### config.mk
export PLATFORM = sky130hd
export DESIGN_NAME = fp_noncomp_pipe
export DESIGN_NICKNAME = d
export VERILOG_FILES = /design/src/rtl/fp_noncomp_pipe_pkg.sv /design/src/rtl/fp_noncomp_pipe_classifier.sv /design/src/rtl/fp_noncomp_pipe.sv
export SDC_FILE = /design/constraint.sdc
export NUM_CORES = 1
export LEC_CHECK = 0
export CAP_MARGIN = 10
export CORE_ASPECT_RATIO = 0.8
export CORE_MARGIN = 10
export CORE_UTILIZATION = 31
export CTS_BUF_LIST = sky130_fd_sc_hd__clkbuf_2 sky130_fd_sc_hd__clkbuf_4 sky130_fd_sc_hd__clkbuf_8
export DETAILED_ROUTE_END_ITERATION = 10
export SYNTH_ARGS = -nofsm -noshare
export SYNTH_HDL_FRONTEND = slang
export SYNTH_HIERARCHICAL = 1
export SYNTH_SLANG_ARGS = --single-unit
### constraint.sdc
create_clock -name clk -period 6.33 [get_ports clk]
set_clock_uncertainty 0.2 [all_clocks]
set_input_delay 1.266 -clock clk [delete_from_list [all_inputs] [get_ports clk]]
set_output_delay 1.266 -clock clk [all_outputs]
set_load 0.05 [all_outputs]
### src/rtl/fp_noncomp_pipe_pkg.sv
// Shared types for the FP non-computational unit: op encodings, op modifiers,
// exception flags, classify mask and the canonical NaN helper.
package fp_noncomp_pipe_pkg;

   typedef enum logic [4:0] {
      FP_SGNJ     = 5'd6,
      FP_MINMAX   = 5'd7,
      FP_CMP      = 5'd8,
      FP_CLASSIFY = 5'd9
   } fpnew_op_e;

   typedef enum logic [1:0] {
      SGNJ_J = 2'd0,
      SGNJ_N = 2'd1,
      SGNJ_X = 2'd2
   } fpnew_op_mod_e;

   typedef enum logic [1:0] {
      CMP_LE = 2'd0,
      CMP_LT = 2'd1,
      CMP_EQ = 2'd2
   } fp_cmp_mod_e;

   typedef enum logic [1:0] {
      MM_MIN = 2'd0,
      MM_MAX = 2'd1
   } fp_minmax_mod_e;

   typedef struct packed {
      logic NV;
      logic DZ;
      logic OF;
      logic UF;
      logic NX;
   } fpnew_exc_flags_t;

   typedef logic [9:0] fp_classmask_t;

   // Quiet NaN with sign 0, exponent all-ones, only the mantissa MSB set.
   function automatic logic [63:0] canonical_nan(input int unsigned ew, input int unsigned mw);
      logic [63:0] n;
      n = ((64'd1 << ew) - 64'd1) << mw;
      if (mw > 0) n = n | (64'd1 << (mw - 1));
      return n;
   endfunction

endpackage

### src/rtl/fp_noncomp_pipe_classifier.sv
// Combinational operand classifier: splits one FP value into its IEEE-754 class.
module fp_classifier #(
   parameter  int unsigned ExpWidth = 8,
   parameter  int unsigned ManWidth = 23,
   localparam int unsigned FpWidth  = 1 + ExpWidth + ManWidth
) (
   input  logic [FpWidth-1:0] i_op,
   output logic               o_sign,
   output logic               o_is_zero,
   output logic               o_is_inf,
   output logic               o_is_nan,
   output logic               o_is_snan,
   output logic               o_is_qnan,
   output logic               o_is_subnormal,
   output logic               o_is_normal
);

   logic [ExpWidth-1:0] w_exp;
   logic [ManWidth-1:0] w_man;
   logic                w_exp_ones;
   logic                w_exp_zero;
   logic                w_man_zero;

   assign w_exp      = i_op[ManWidth +: ExpWidth];
   assign w_man      = i_op[ManWidth-1:0];
   assign w_exp_ones = &w_exp;
   assign w_exp_zero = ~|w_exp;
   assign w_man_zero = ~|w_man;

   assign o_sign         = i_op[FpWidth-1];
   assign o_is_zero      = w_exp_zero & w_man_zero;
   assign o_is_subnormal = w_exp_zero & ~w_man_zero;
   assign o_is_inf       = w_exp_ones & w_man_zero;
   assign o_is_nan       = w_exp_ones & ~w_man_zero;
   assign o_is_snan      = o_is_nan & ~w_man[ManWidth-1];
   assign o_is_qnan      = o_is_nan & w_man[ManWidth-1];
   assign o_is_normal    = ~w_exp_ones & ~w_exp_zero;

endmodule

### src/rtl/fp_noncomp_pipe.sv
// Pipelined FP non-computational unit (SGNJ / MINMAX / CMP / CLASSIFY) with an
// elastic valid/ready pipeline of NumPipeRegs stages after the compute logic.
module fp_noncomp_pipe
   import fp_noncomp_pipe_pkg::*;
#(
   parameter  int unsigned ExpWidth    = 8,
   parameter  int unsigned ManWidth    = 23,
   parameter  int unsigned NumPipeRegs = 1,
   parameter  int unsigned TagWidth    = 4,
   localparam int unsigned FpWidth     = 1 + ExpWidth + ManWidth
) (
   input  logic                clk,
   input  logic                rst_n,
   input  logic [FpWidth-1:0]  op_a_i,
   input  logic [FpWidth-1:0]  op_b_i,
   input  logic [4:0]          op_i,
   input  logic [1:0]          op_mod_i,
   input  logic [TagWidth-1:0] tag_i,
   input  logic                in_valid_i,
   output logic                in_ready_o,
   input  logic                flush_i,
   output logic [FpWidth-1:0]  result_o,
   output logic                is_int_o,
   output logic [4:0]          status_o,
   output logic [TagWidth-1:0] tag_o,
   output logic                out_valid_o,
   input  logic                out_ready_i,
   output logic                busy_o
);

   localparam int unsigned DataW = FpWidth + 1 + 5 + TagWidth;
   localparam logic [FpWidth-1:0] CanonNan = FpWidth'(canonical_nan(ExpWidth, ManWidth));

   logic w_a_sign, w_a_zero, w_a_inf, w_a_nan, w_a_snan, w_a_qnan, w_a_sub, w_a_norm;
   logic w_b_sign, w_b_zero, w_b_inf, w_b_nan, w_b_snan, w_b_qnan, w_b_sub, w_b_norm;
   logic w_unused_b;

   fp_classifier #(.ExpWidth(ExpWidth), .ManWidth(ManWidth)) u_class_a (
      .i_op(op_a_i), .o_sign(w_a_sign), .o_is_zero(w_a_zero), .o_is_inf(w_a_inf),
      .o_is_nan(w_a_nan), .o_is_snan(w_a_snan), .o_is_qnan(w_a_qnan),
      .o_is_subnormal(w_a_sub), .o_is_normal(w_a_norm)
   );

   fp_classifier #(.ExpWidth(ExpWidth), .ManWidth(ManWidth)) u_class_b (
      .i_op(op_b_i), .o_sign(w_b_sign), .o_is_zero(w_b_zero), .o_is_inf(w_b_inf),
      .o_is_nan(w_b_nan), .o_is_snan(w_b_snan), .o_is_qnan(w_b_qnan),
      .o_is_subnormal(w_b_sub), .o_is_normal(w_b_norm)
   );

   assign w_unused_b = ^{w_b_inf, w_b_qnan, w_b_sub, w_b_norm};

   // Ordering helpers: sign-magnitude compare, -0 sorts below +0 for MINMAX.
   logic w_mag_lt, w_mag_eq, w_a_lt_b, w_both_zero, w_eq, w_lt_cmp, w_any_nan, w_any_snan;
   assign w_mag_lt    = op_a_i[FpWidth-2:0] < op_b_i[FpWidth-2:0];
   assign w_mag_eq    = op_a_i[FpWidth-2:0] == op_b_i[FpWidth-2:0];
   assign w_a_lt_b    = (w_a_sign != w_b_sign) ? w_a_sign
                      : (w_a_sign ? ~(w_mag_lt | w_mag_eq) : w_mag_lt);
   assign w_both_zero = w_a_zero & w_b_zero;
   assign w_eq        = (op_a_i == op_b_i) | w_both_zero;
   assign w_lt_cmp    = w_a_lt_b & ~w_both_zero;
   assign w_any_nan   = w_a_nan | w_b_nan;
   assign w_any_snan  = w_a_snan | w_b_snan;

   fp_classmask_t w_class;
   assign w_class = {w_a_qnan, w_a_snan,
                     ~w_a_sign & w_a_inf, ~w_a_sign & w_a_norm, ~w_a_sign & w_a_sub, ~w_a_sign & w_a_zero,
                      w_a_sign & w_a_zero,  w_a_sign & w_a_sub,  w_a_sign & w_a_norm,  w_a_sign & w_a_inf};

   logic [FpWidth-1:0] w_res;
   logic               w_is_int;
   fpnew_exc_flags_t   w_status;

   // Operation result and flags, computed ahead of the first pipe stage.
   always_comb begin
      w_res    = '0;
      w_is_int = 1'b0;
      w_status = '0;
      case (op_i)
         FP_SGNJ: begin
            w_res = op_a_i;
            case (op_mod_i)
               SGNJ_N:  w_res[FpWidth-1] = ~w_b_sign;
               SGNJ_X:  w_res[FpWidth-1] = w_a_sign ^ w_b_sign;
               default: w_res[FpWidth-1] = w_b_sign;
            endcase
         end
         FP_MINMAX: begin
            w_status.NV = w_any_snan;
            if (w_a_nan && w_b_nan)     w_res = CanonNan;
            else if (w_a_nan)           w_res = op_b_i;
            else if (w_b_nan)           w_res = op_a_i;
            else if (op_mod_i == MM_MAX) w_res = w_a_lt_b ? op_b_i : op_a_i;
            else                        w_res = w_a_lt_b ? op_a_i : op_b_i;
         end
         FP_CMP: begin
            w_is_int = 1'b1;
            case (op_mod_i)
               CMP_EQ: begin
                  w_status.NV = w_any_snan;
                  w_res[0]    = ~w_any_nan & w_eq;
               end
               CMP_LT: begin
                  w_status.NV = w_any_nan;
                  w_res[0]    = ~w_any_nan & w_lt_cmp;
               end
               CMP_LE: begin
                  w_status.NV = w_any_nan;
                  w_res[0]    = ~w_any_nan & (w_lt_cmp | w_eq);
               end
               default: ;
            endcase
         end
         FP_CLASSIFY: begin
            w_is_int   = 1'b1;
            w_res[9:0] = w_class;
         end
         default: w_status.NV = 1'b1;
      endcase
   end

   logic [DataW-1:0] w_in_data;
   logic [DataW-1:0] w_out_data;
   assign w_in_data = {w_res, w_is_int, w_status, tag_i};
   assign {result_o, is_int_o, status_o, tag_o} = w_out_data;

   if (NumPipeRegs == 0) begin : g_comb
      assign in_ready_o  = out_ready_i;
      assign out_valid_o = in_valid_i & ~flush_i;
      assign w_out_data  = w_in_data;
      assign busy_o      = 1'b0;
   end else begin : g_pipe
      logic [NumPipeRegs-1:0] w_valid_vec;
      logic [NumPipeRegs-1:0] w_load;

      for (genvar k = 0; k < NumPipeRegs; k++) begin : g_stage
         logic             r_valid;
         logic [DataW-1:0] r_data;
         logic             w_up_valid;
         logic [DataW-1:0] w_up_data;

         // Stage k can take new data if it or any stage after it has a bubble,
         // or the output side is draining; closed form avoids a ready chain.
         assign w_load[k]      = out_ready_i | ~&w_valid_vec[NumPipeRegs-1:k];
         assign w_valid_vec[k] = r_valid;

         if (k == 0) begin : g_first
            assign w_up_valid = in_valid_i;
            assign w_up_data  = w_in_data;
         end else begin : g_next
            assign w_up_valid = g_stage[k-1].r_valid;
            assign w_up_data  = g_stage[k-1].r_data;
         end

         // Stage register: flush kills the valid, stall holds the payload.
         always_ff @(posedge clk or negedge rst_n) begin
            if (!rst_n) begin
               r_valid <= 1'b0;
               r_data  <= '0;
            end else if (flush_i) begin
               r_valid <= 1'b0;
            end else if (w_load[k]) begin
               r_valid <= w_up_valid;
               if (w_up_valid) r_data <= w_up_data;
            end
         end
      end

      assign in_ready_o  = w_load[0];
      assign out_valid_o = w_valid_vec[NumPipeRegs-1];
      assign w_out_data  = g_stage[NumPipeRegs-1].r_data;
      assign busy_o      = |w_valid_vec;
   end

endmodule

# ---- Yosys cells after proc, flatten, opt, wreduce, memory -nomap -nowiden
# Index checks and enable logic that the tools add are counted.
# W data, S select, Z words.
dict set report totals {
  elab_cells 87
  in_bits 80
  reg_bits 39
  out_inout_bits 45
}
dict set report classes {
  order_cmp 1
  eq_ne 9
  n_reduce_logical 18
  n_mux 18
  n_bitwise 39
}
# op count
set op_table {}
lappend op_table {{$mux W32} 6}
lappend op_table {{$reduce_or A23 Y1} 2}
lappend op_table {{$pmux W22 S2} 1}
lappend op_table {{$eq A32 B32 Y1} 1}
lappend op_table {{$eq A31 B31 Y1} 1}
lappend op_table {{$lt A31 B31 Y1} 1}
lappend op_table {{$pmux W9 S3} 1}
lappend op_table {{$and A1 B1 Y1} 23}
lappend op_table {{$reduce_and A8 Y1} 2}
lappend op_table {{$reduce_or A8 Y1} 2}
lappend op_table {{$eq A5 B3 Y1 const B} 2}
lappend op_table {{$eq A5 B4 Y1 const B} 2}
lappend op_table {{$not A1 Y1} 9}
lappend op_table {{$or A1 B1 Y1} 6}
lappend op_table {{$pmux W1 S3} 2}
lappend op_table {{$reduce_or A2 Y1} 3}
lappend op_table {{$logic_not A1 Y1} 5}
lappend op_table {{$mux W1} 5}
lappend op_table {{$pmux W1 S2} 2}
lappend op_table {{$pmux W1 S4} 1}
lappend op_table {{$reduce_and A3 Y1} 1}
lappend op_table {{$eq A2 B1 Y1 const B} 1}
lappend op_table {{$eq A2 B2 Y1 const B} 1}
lappend op_table {{$logic_not A2 Y1} 1}
lappend op_table {{4 further kinds} 4}

# ---- Depth between registers and ports, before layout
dict set report logic_depth {
  word_depth 11
  mapped_depth 13
  depth_no_buf 11
}

# ---- By module
# Netlist, hierarchy kept.
# module instances area_each_um2 cells_per_inst seq_area_each_um2
set by_module_without_submodules {}
lappend by_module_without_submodules {fp_noncomp_pipe 1 3325.7 390 975.9}
lappend by_module_without_submodules {fp_classifier 2 166.4 25 0.0}

# ---- Worst setup path after synthesis
# Ideal clock, no wire load.
dict set report synth_timing {
  path_type {input -> register}
  from {input port op_b_i[30]}
  to {register g_pipe.g_stage[0].r_data[22]}
  arrival_time_ps 3700
  setup_time_ps 126
  required_ps 6004
  cell_stages 13
  slack_ps 2304
  path_buffers 2
  path_cell_list {inv_1 -> ha_1 -> nand4_2 -> nor4_4 -> nand2_1 -> a311oi_1 -> or2_1 -> buf_6 -> a21oi_2 -> and2_4 -> o211a_4 -> buf_6 -> a221o_1}
}
dict set report synth_between {
  elab_chain_len 11
  elab_cells_between_ends 16
  classes_between {order compare (1); eq/ne (1); mux (9); bitwise (3); reduce/logical (2)}
}
# item line_no
set synth_rtl {}
lappend synth_rtl {{start: declaration} fp_noncomp_pipe.sv:15} ;# input logic [FpWidth-1:0] op_b_i,
lappend synth_rtl {{$lt A31 B31 Y1 / $eq A31 B31 Y1 (equally long branches)} {fp_noncomp_pipe.sv:54, fp_noncomp_pipe.sv:55}}
lappend synth_rtl {{$or A1 B1 Y1} fp_noncomp_pipe.sv:57} ;# : (w_a_sign ? ~(w_mag_lt | w_mag_eq) : w_mag_lt);
lappend synth_rtl {{$not A1 Y1} fp_noncomp_pipe.sv:57}
lappend synth_rtl {{$mux W1} fp_noncomp_pipe.sv:57}
lappend synth_rtl {{$mux W1} fp_noncomp_pipe.sv:56} ;# assign w_a_lt_b = (w_a_sign != w_b_sign) ? w_a_sign
lappend synth_rtl {{$mux W32 (on tied branches)} {fp_noncomp_pipe.sv:93, fp_noncomp_pipe.sv:92}}
lappend synth_rtl {{$mux W32} fp_noncomp_pipe.sv:92} ;# else if (op_mod_i == MM_MAX) w_res = w_a_lt_b ? op_b_i : op_a_i;
lappend synth_rtl {{$mux W32} fp_noncomp_pipe.sv:91} ;# else if (w_b_nan) w_res = op_a_i;
lappend synth_rtl {{$mux W32} fp_noncomp_pipe.sv:90} ;# else if (w_a_nan) w_res = op_b_i;
lappend synth_rtl {{$mux W32 *} fp_noncomp_pipe.sv:89} ;# if (w_a_nan && w_b_nan) w_res = CanonNan;
lappend synth_rtl {{$pmux W22 S2 *} fp_noncomp_pipe.sv:78} ;# case (op_i)
lappend synth_rtl {{end signal: assignment} fp_noncomp_pipe.sv:163} ;# if (w_up_valid) r_data <= w_up_data;
lappend synth_rtl {{end: declaration} fp_noncomp_pipe.sv:137} ;# logic [DataW-1:0] r_data;
# Every way passes the cells marked *; elsewhere a longest branch is shown, timed or not.
# A chain may end at the register's enable or synchronous reset.

# ---- Final worst setup path
dict set report layout_timing {
  from {input port op_b_i[14]}
  to {register g_pipe.g_stage[0].r_data[21]}
}
# Same word-level chain as after synthesis.

==> results.tsv <==
metric	value	unit
status	finished clean	
non-filler instance count after layout	694	
Area Growth Syn to Fin	38.6	%
Final min period	4980	ps
DR vias/cell	5.44	
worst hold slack	287	ps
CTS H-tree depth	2	
port buffer count	120	
RSZ-0062 raised after global routing	no	
cell area after synthesis	3630	um^2
worst hold path cell count	2	
Hold Path Class	flop to flop	
clk buf depth	2	
Core ar.	11500	um^2
layout cell share with drive strength beyond 1	0.0623	
hold buffers post-CTS	0	
Buf/Inv on CP	2	
TNS Setup	0	ps
Largest delay share family, worst path	compound AO/OA/AOI/OAI gates	
crit share post-route	0.787	
final core utilization	0.439	
leak pwr	2.13	nW
final setup fails	0	
Crit Path Class	input port to flop	
antenna violations before repair	0	
Placer Congestion	0.865	
dpl cell area	4920	um^2
Via Count	3773	
Chip Width	141	um
met1 Usage GRT	0.212	
max-cap violations	0	
crit-path max cell delay	810	ps
Syn Area/Cell	8.35	um^2
crit-path max FO	12	
R2R Setup Slk	3800	ps
cells along the critical path	clkdlybuf4s50_1, inv_1, ha_1, nand3_1, nor3_1, o31ai_1, a311oi_1, or2_1, or3_4, nand2_2, a2111oi_4, a221o_1	
drt first pass iters	5	
Worst-path clk slew	90	ps
Power Total	782	uW
GRT Util Overall	0.159	
Critical Path AT	5030	ps
yosys synthesis warning count	6	
max frequency	201	MHz
GRT met3 Usage	0.0484	
drc violations	0	
CTS root buf	clkbuf_8	
drt initial violations	265	
gr busiest metal	met2	
CP endpoint kind	flop	
Inserted Clock Buffers	5	
CP max-delay cell	a2111oi_4	
post-route cell area	5040	um^2
max-slew violations	0	
DR WL/cell	19.4	um
PD cells	155	nW/um^2
# diodes	0	
CTS Sinks	39	
Die Height	117	um
Worst Reg-to-Reg Cells	10	
Worst Path Required	6380	ps
Antenna Nets Post-Route	0	
VDD IR max	65.6	uV
total gr overflow	0	
pre-CTS setup slack	1020	ps
starting density of the core	0.317	
Row Count	35	
worst slew pin tran	955	ps
Post-DP HPWL	10.9	mm
die area	16500	um^2
Fin. Hold Viols	0	
Routed Wire Length	13.4	mm
DP Cell Count	686	
critical path launch point type	input port	
Slew HR	0.357	
critical path depth	12	
final setup margin	1350	ps
first-pass GRT wire length	21.3	mm
cell count after synthesis	435	
vias in the first global route	3918	
met2 usage	0.253	
Skew-Pair Late Insertion Delay	300	ps
largest net degree at the start of global routing	42	
IO Count	125	
TritonCTS clock tree	yes	
Post-CTS Setup Bufs	0	
cts repair resizes	0	
Nets	660	
[report_power, final]
group          internal [mW]  switching (mW)
sequential             0.261         0.00704
combinational          0.117           0.168
clock                  0.128           0.102
total                  0.506           0.277
[routing by layer]
metal | up-vias | part of all wire
li1 | 1839 | -
met1 | 1811 | 0.48
met2 | 114 | 0.44
met3 | 9 | 0.070
met4 | 0 | 0.0076
met5 | - | 0
[worst register-to-register path: stages, from the launching register on]
cell	delay, ps
dfrtp_1	410
nor2b_1	160
inv_1	70
nand3b_1	110
nor2_1	660
nand2_1	100
nor3_1	170
mux2i_1	90
nand2_1	190
o32a_1	200
a221o_1	110
[final cells by class]
type	instances	area, um^2
Clock inverter	2	35.0
Tap cell	148	185
Inverter	38	143
Clock buffer	6	82.6
Timing Repair Buffer	124	1230
Fill cell	1153	6440
Multi-Input combinational cell	337	2390
Sequential cell	39	976
[layout by cell type, fill, tap and decap left out, drive strengths merged, types with 5 or more instances in the layout]
cell type        n
nor2            17
clkdlybuf4s50  119
dfrtp           39
a221o           16
inv             38
nor4            15
a21oi           44
nand4           10
o21ai           15
a22oi           12
ha              35
and2            23
nand2           51
nor3            12
buf              5
o221ai          14
clkbuf           6
nand3            6
[flip-flops by register name, summed over array words and instances (netlist names)]
| signal | cells |
|---|---|
| busy_o | 1 |
| g_pipe.g_stage.r_data | 38 |
[worst paths after layout]
kind                                                             to                                    start
max reg2reg                g_pipe.g_stage[0].r_data[36]$_DFFE_PN0P_                       busy_o$_DFFE_PN0P_
min reg2reg                 g_pipe.g_stage[0].r_data[2]$_DFFE_PN0P_  g_pipe.g_stage[0].r_data[2]$_DFFE_PN0P_
max                        g_pipe.g_stage[0].r_data[21]$_DFFE_PN0P_                               op_b_i[14]
min                         g_pipe.g_stage[0].r_data[2]$_DFFE_PN0P_  g_pipe.g_stage[0].r_data[2]$_DFFE_PN0P_
max in group asynchronous  g_pipe.g_stage[0].r_data[33]$_DFFE_PN0P_                                    rst_n
min in group asynchronous  g_pipe.g_stage[0].r_data[21]$_DFFE_PN0P_                                    rst_n
No activity file was read; power rests on OpenSTA's default activity.
